`config.mk`:
```
export PLATFORM = sky130hd
export DESIGN_NAME = vc_arbiter
export DESIGN_NICKNAME = d
export VERILOG_FILES = /design/src/rtl/vc_arbiter_pkg.sv /design/src/rtl/vc_rr_grant.sv /design/src/rtl/vc_arbiter.sv
export SDC_FILE = /design/constraint.sdc
export NUM_CORES = 1
export LEC_CHECK = 0
export ABC_AREA = 1
export BUFFER_PORTS_ARGS = -buffer_cell sky130_fd_sc_hd__buf_2
export CELL_PAD_IN_SITES_DETAIL_PLACEMENT = 2
export CELL_PAD_IN_SITES_GLOBAL_PLACEMENT = 2
export CORE_ASPECT_RATIO = 1.2
export CORE_MARGIN = 3
export CORE_UTILIZATION = 20
export CTS_CLUSTER_DIAMETER = 50
export DETAILED_ROUTE_END_ITERATION = 8
export PLACE_DENSITY = 0.87
export SLEW_MARGIN = 20
export SYNTH_ARGS = -nofsm -noshare
export SYNTH_HDL_FRONTEND = slang
export SYNTH_SLANG_ARGS = --single-unit
```
`constraint.sdc`:
```
create_clock -name clk -period 2.7 [get_ports clk]
set_input_delay 0.27 -clock clk [delete_from_list [all_inputs] [get_ports clk]]
set_output_delay 0.27 -clock clk [all_outputs]
set_load 0.02 [all_outputs]
```
`src/rtl/vc_arbiter_pkg.sv`:
```
// Transaction-layer shared definitions for the VC arbiter: widths, FSM encodings,
// destination field position and the in-flight word descriptor.
package vc_arbiter_pkg;

    localparam int unsigned DATA_W   = 12;
    localparam int unsigned UMB_W    = 3;
    localparam int unsigned DEST_LSB = 8;
    localparam int unsigned N_DEST   = 4;

    localparam logic [3:0] ST_RESET  = 4'b0001;
    localparam logic [3:0] ST_INIT   = 4'b0010;
    localparam logic [3:0] ST_IDLE   = 4'b0100;
    localparam logic [3:0] ST_ACTIVE = 4'b1000;

    typedef struct packed {
        logic vld;
        logic vc;
    } inflight_t;

    // One-hot destination select from the word's destination field
    function automatic logic [N_DEST-1:0] dest_onehot(input logic [DATA_W-1:0] word);
        dest_onehot = N_DEST'(1) << word[DEST_LSB +: 2];
    endfunction

endpackage

```
`src/rtl/vc_rr_grant.sv`:
```
// VC pop grant: strict VC0 priority with a bounded-starvation escape for VC1.
module vc_rr_grant #(
    parameter int unsigned STARVE_MAX = 4
) (
    input  logic       clk,
    input  logic       reset,
    input  logic       enable,
    input  logic [1:0] vc_empty,
    output logic [1:0] vc_pop
);

    localparam int unsigned CNT_W = $clog2(STARVE_MAX + 1);

    logic [CNT_W-1:0] r_starve_cnt;
    logic             w_vc0_rdy;
    logic             w_vc1_rdy;
    logic             w_force_vc1;

    assign w_vc0_rdy   = !vc_empty[0];
    assign w_vc1_rdy   = !vc_empty[1];
    assign w_force_vc1 = (r_starve_cnt == CNT_W'(STARVE_MAX)) && w_vc1_rdy;

    always_comb begin
        vc_pop = 2'b00;
        if (enable) begin
            if (w_vc0_rdy && !w_force_vc1) begin
                vc_pop = 2'b01;
            end else if (w_vc1_rdy) begin
                vc_pop = 2'b10;
            end
        end
    end

    // Counts VC0 wins that happen while VC1 is waiting
    always_ff @(posedge clk) begin
        if (reset) begin
            r_starve_cnt <= '0;
        end else if (!w_vc1_rdy || vc_pop[1]) begin
            r_starve_cnt <= '0;
        end else if (vc_pop[0] && (r_starve_cnt != CNT_W'(STARVE_MAX))) begin
            r_starve_cnt <= r_starve_cnt + CNT_W'(1);
        end
    end

endmodule

```
`src/rtl/vc_arbiter.sv`:
```
// VC arbiter top: control FSM, threshold latches, in-flight tracking and the
// destination demux that forwards each popped word to D0..D3.
module vc_arbiter
    import vc_arbiter_pkg::*;
#(
    parameter int unsigned STARVE_MAX = 4
) (
    input  logic              clk,
    input  logic              reset,
    input  logic              init,
    input  logic [UMB_W-1:0]  umbral_AF_in,
    input  logic [UMB_W-1:0]  umbral_AE_in,
    input  logic [1:0]        vc_empty,
    input  logic [DATA_W-1:0] vc0_data,
    input  logic [DATA_W-1:0] vc1_data,
    input  logic [3:0]        d_almost_full,
    output logic [1:0]        vc_pop,
    output logic [3:0]        d_push,
    output logic [DATA_W-1:0] d_data,
    output logic [UMB_W-1:0]  umbral_AF_out,
    output logic [UMB_W-1:0]  umbral_AE_out,
    output logic [3:0]        state,
    output logic              idle
);

    logic [3:0]        r_state;
    logic [3:0]        w_state_nxt;
    logic              r_idle;
    logic [UMB_W-1:0]  r_umb_af;
    logic [UMB_W-1:0]  r_umb_ae;
    inflight_t         r_infl;
    logic              w_pop_en;
    logic [1:0]        w_vc_pop;
    logic [DATA_W-1:0] w_word;

    // No new pops while leaving ACTIVE or while any destination is nearly full
    assign w_pop_en = (r_state == ST_ACTIVE) && !init && !reset &&
                      (d_almost_full == 4'b0000);

    vc_rr_grant #(
        .STARVE_MAX (STARVE_MAX)
    ) u_grant (
        .clk      (clk),
        .reset    (reset),
        .enable   (w_pop_en),
        .vc_empty (vc_empty),
        .vc_pop   (w_vc_pop)
    );

    always_comb begin
        w_state_nxt = r_state;
        case (r_state)
            ST_RESET:  w_state_nxt = ST_INIT;
            ST_INIT:   if (!init) w_state_nxt = ST_IDLE;
            ST_IDLE: begin
                if (init)                     w_state_nxt = ST_INIT;
                else if (vc_empty != 2'b11)   w_state_nxt = ST_ACTIVE;
            end
            ST_ACTIVE: begin
                if (init)                                     w_state_nxt = ST_INIT;
                else if ((vc_empty == 2'b11) && !r_infl.vld)  w_state_nxt = ST_IDLE;
            end
            default:   w_state_nxt = ST_RESET;
        endcase
    end

    always_ff @(posedge clk) begin
        if (reset) begin
            r_state  <= ST_RESET;
            r_idle   <= 1'b0;
            r_umb_af <= '0;
            r_umb_ae <= '0;
            r_infl   <= '0;
        end else begin
            r_state    <= w_state_nxt;
            r_idle     <= (w_state_nxt == ST_IDLE);
            r_infl.vld <= |w_vc_pop;
            r_infl.vc  <= w_vc_pop[1];
            if (r_state == ST_INIT) begin
                r_umb_af <= umbral_AF_in;
                r_umb_ae <= umbral_AE_in;
            end
        end
    end

    // FIFO read data is valid the cycle after the pop, so the demux is combinational
    assign w_word = r_infl.vc ? vc1_data : vc0_data;

    always_comb begin
        d_push = '0;
        d_data = '0;
        if (r_infl.vld && !reset) begin
            d_push = dest_onehot(w_word);
            d_data = w_word;
        end
    end

    assign vc_pop        = w_vc_pop;
    assign umbral_AF_out = r_umb_af;
    assign umbral_AE_out = r_umb_ae;
    assign state         = r_state;
    assign idle          = r_idle;

endmodule

```
* Yosys cells after proc, flatten, opt, wreduce, memory -nomap -nowiden *
Index checks and enable logic that the tools add are counted.

storage, ports and cells
  register bits = 16
  output and inout bits = 29
  word-level logic and storage cells = 48

operators by class
  shift operators = 1
  add/sub/neg operators = 1
  eq/ne operators = 9
  reductions and logical operators = 18
  muxes and demuxes = 12

operators with widths
  cell                                                 number
  two-way mux 12 bit                                   2
  two-way mux 4 bit                                    6
  one-hot mux 4 bit (4 select lines)                   1
  equality test 4 x 3 -> 1 bit, second input constant  2
  logical AND 1 bit                                    8
  logical NOT 1 bit                                    6
  two-way mux 2 bit                                    3
  equality test 4 x 1 -> 1 bit, second input constant  1
  equality test 4 x 2 -> 1 bit, second input constant  1
  equality test 4 bit, second input constant           1
  logical NOT 4 bit                                    1
  OR reduction 2 bit                                   2
  << shifter 1 x 2 -> 4 bit, first input constant      1
  adder 3 x 1 -> 3 bit, second input constant          1
  equality test 3 bit, second input constant           1
  != test 3 bit, second input constant                 1
  equality test 2 bit, second input constant           1
  != test 2 bit, second input constant                 1
  logical OR 1 bit                                     1

* Depth between registers and ports, before layout *
  depth in word-level cells = 8
  gate-level depth with buffers = 9
  gate-level depth less buffers = 9

* Hierarchy *
A second synthesis with hierarchy kept.

unflattened totals
  cell total of the unflattened synthesis = 164
  area total of the unflattened synthesis = 998.5 µm²

modules (own cells, without submodules)
  module       instances  cells each  area each (µm²)
  vc_arbiter   1          128         767.0
  vc_rr_grant  1          36          231.5

* Worst setup path before layout *
No wires, ideal clock.

  path type = register -> output
  from = reg r_state[3], in the netlist state[3]
  to = out vc_pop[1]
  cell stages (with the launch flop) = 7
  data arrival time = 1242 ps
  path slack = 1188 ps
  cells stage by stage = dfxtp_1 > inv_1 > nor2_4 > nand2_2 > nor2_2 > nand2_2 > nor2_1

on the way
  cells in the longest elaborated chain, start to end = 5

RTL lines
  item                            line               RTL
  start: declaration              vc_arbiter.sv:26   logic [3:0] r_state;
  start signal: assignment        vc_arbiter.sv:75   r_state <= w_state_nxt;
  equality test 4 bit             vc_arbiter.sv:37   assign w_pop_en = (r_state == ST_ACTIVE) && !init && !reset &&
  logical AND 1 bit (3 in a row)  vc_arbiter.sv:37
  two-way mux 2 bit               vc_rr_grant.sv:25  if (enable) begin
  end: declaration                vc_arbiter.sv:17   output logic [1:0] vc_pop,

No other way between the ends.

* Final worst setup path *
  from = reg r_infl[0] (netlist name)
  to = out d_push[1]

on the way
  cells in the longest elaborated chain, start to end = 3

RTL lines
  item                       line                  RTL
  start: declaration         vc_arbiter.sv:31      inflight_t r_infl;
  two-way mux 12 bit         vc_arbiter.sv:87      assign w_word = r_infl.vc ? vc1_data : vc0_data;
  << shifter 1 x 2 -> 4 bit  vc_arbiter_pkg.sv:22  dest_onehot = N_DEST'(1) << word[DEST_LSB +: 2];
  two-way mux 4 bit          vc_arbiter.sv:92      if (r_infl.vld && !reset) begin
  end: declaration           vc_arbiter.sv:18      output logic [3:0] d_push,

No other way between the ends.

==> results.cfg <==
[status]
status = finished, final reports clean

[synthesis]
syn_inst = 147
ys_ff_latch = 16
syn_nets = 188
ys_seq_area_share_pct = 33.6
synth_cell_types = 20
synth_top_area_cell = dfxtp_1
syn_area_per_cell_um2 = 6.49
synth_common_cells = nand2_1, nor2_1, dfxtp_1
synth_top_area_share_pct = 33.6
synth_area_um2 = 953
synthTopCellsByArea = dfxtp_1, nand2_1, nor2_1
synth_ff_type = dfxtp_1
synth_edf_count = 0
yosysWarnings = 0
ys_async_sr_fraction_pct = 0

[floorplanning]
ios = 68
rows = 26
fp.dieArea_um2 = 5640
die_y_um = 81.6
start_util_pct = 21.5
dieWidth_um = 69.0
coreArea_um2 = 4420

[sta]
period_needed_ps = 1870
setup_violations = 0
fmax_mhz = 535
worst_slack_ps = 831
fin_crit_sh_pct = 69.2
fin_worst_skew_ps = 4.41
worst_pin_slew_ps = 348
rsz0062_at_grt = false
tns_ps = 0
slew_viol_final = 0
slew-limit-headroom_pct = 76.8
finalHoldViolCount = 0

[clock_network]
clk_latency_ps = 250
ctsRootBufferMaster = clkbuf_8
cts_buffers = 3
path_clk_slew_ps = 70
cts_tree = yes
post_cts_resized = 0
holdBufCountCts = 0
post_cts_buffers = 0
ctsLongestPathBuffers = 2
cts.sinks = 16
cts_max_level = 1

[routing]
wl_met1_um = 1660
vias_per_cell = 4.45
postRouteAntennaNets = 0
detail_route.wl_per_cell_um = 13.6
drt_iter0_markers = 23
met3_length_um = 257
wl_met2_um = 1760
drt_pre_antenna_iters = 3
top_layer = met4
wirelength_um = 3710
vias = 1211
drc_errors = 0

[finish]
nets = 258
layout-area-overhead-vs-synth_pct = 47.8
drive_gt1_share_pct = 41.7
antennaDiodeCount = 0

[critical_path]
worstPathArrival_ps = 1600
crit_required_ps = 2430
path_class = flop to output port
critPathMaxFanout = 13
end_kind = output port
worst_setup_path_start_kind = flop

[placed_design]
io_buffers = 67
dp_hpwl_um = 3110
gp_congestion = 0.828
post-place-ws_ps = 1090

[power_and_ir_drop]
powerDensity_nw_per_um2 = 443
power_leakage_nw = 0.722
ir_worst_vdd_v = 0.000277

[global_routing]
grt_pass1_wl_um = 6220
first_global_vias = 1299
grt_overflow_total = 0
grt_start_max_net_pins = 14
gr-usage-all-layers_pct = 13.7
antenna_found_initial = 0

[flow_run]
cap_violations = 0

[min_path]
hp-class = input port to flop
==> worst max-delay path, cell delays in order, from the launching register on <==
cell     delay [ps]
dfxtp_1         320
buf_4           190
inv_2           120
or2_1           240
o21ai_2         100
inv_1            80
nor2_1          110
buf_2           170
==> final timing paths <==
| kind | startpoint | endpoint | slack [ps] | cells after the start |
|---|---|---|---|---|
| worst max-delay path | r_infl[0] | d_push[1] | 830 | 7 |
| worst min-delay path | init | state[3] | 210 | 2 |
| worst max register to register | u_grant.r_starve_cnt[0] | u_grant.r_starve_cnt[2] | 1290 | 9 |
| worst min register to register | umbral_AF_out[2] | umbral_AF_out[2] | 490 | 2 |
==> routing by layer <==
metal  global-route usage (%)  vias to the layer above
li1                         -                      604
met1                     15.9                      543
met2                     25.4                       60
met3                     2.57                        4
met4                     4.10                        0
met5                        0                        -
==> placed cells by master, fill, tap and decap left out, types with 2 or more instances in the layout <==
| cell | count |
|---|---|
| buf_2 | 67 |
| nand2_1 | 30 |
| nor2_1 | 30 |
| dfxtp_1 | 16 |
| a21oi_1 | 14 |
| inv_1 | 13 |
| o21ai_0 | 8 |
| nand2_2 | 6 |
| nand4_1 | 6 |
| nor2_4 | 4 |
| nand3_1 | 4 |
| clkbuf_8 | 4 |
| inv_2 | 3 |
| nor2_2 | 3 |
| ha_1 | 2 |
==> metrics by stage <==
| step | hold slack (ps) | cells | total power, mW | area [µm²] | util, % |
|---|---|---|---|---|---|
| 2_1_floorplan | 340 | 147 | 0.348 | 953 | - |
| 3_3_place_gp | 456 | 268 | 0.406 | 1350 | 30.6 |
| 3_5_place_dp | 471 | 268 | 0.412 | 1350 | 30.6 |
| 4_1_cts | 207 | 272 | 0.635 | 1410 | 31.8 |
| 5_1_grt | 206 | 272 | 0.661 | 1410 | 31.8 |
| 6_report | 208 | 272 | 0.624 | 1410 | 31.8 |
==> where the power goes <==
part,internal (mW),switching (mW)
combinational,0.0531,0.0844
clock,0.130,0.0885
sequential,0.253,0.0150
==> sequential cells by signal, summed over array words and instances (netlist names) <==
signal	count
umbral_AE_out	3
umbral_AF_out	3
r_infl	2
u_grant.r_starve_cnt	3
idle	1
state	4
==> cells by family after synthesis <==
logic type	synth area share (%)
xor gates and xnor gates	0.919
buffers and inverters	7.61
DFF	33.6
AOI/OAI and AO/OA	13.0
adders and majority gates	2.62
and+or+nand+nor	42.3
==> final cells by class <==
cell class,instances,area [µm²]
well taps,56,70.1
fillers,569,3020
inverters,16,60.1
flip-flops and latches,16,320
clock buffers,4,55.1
multi-input cells,112,561
repair buffers,68,343
Note: power is estimated with default switching activity, not from simulation.
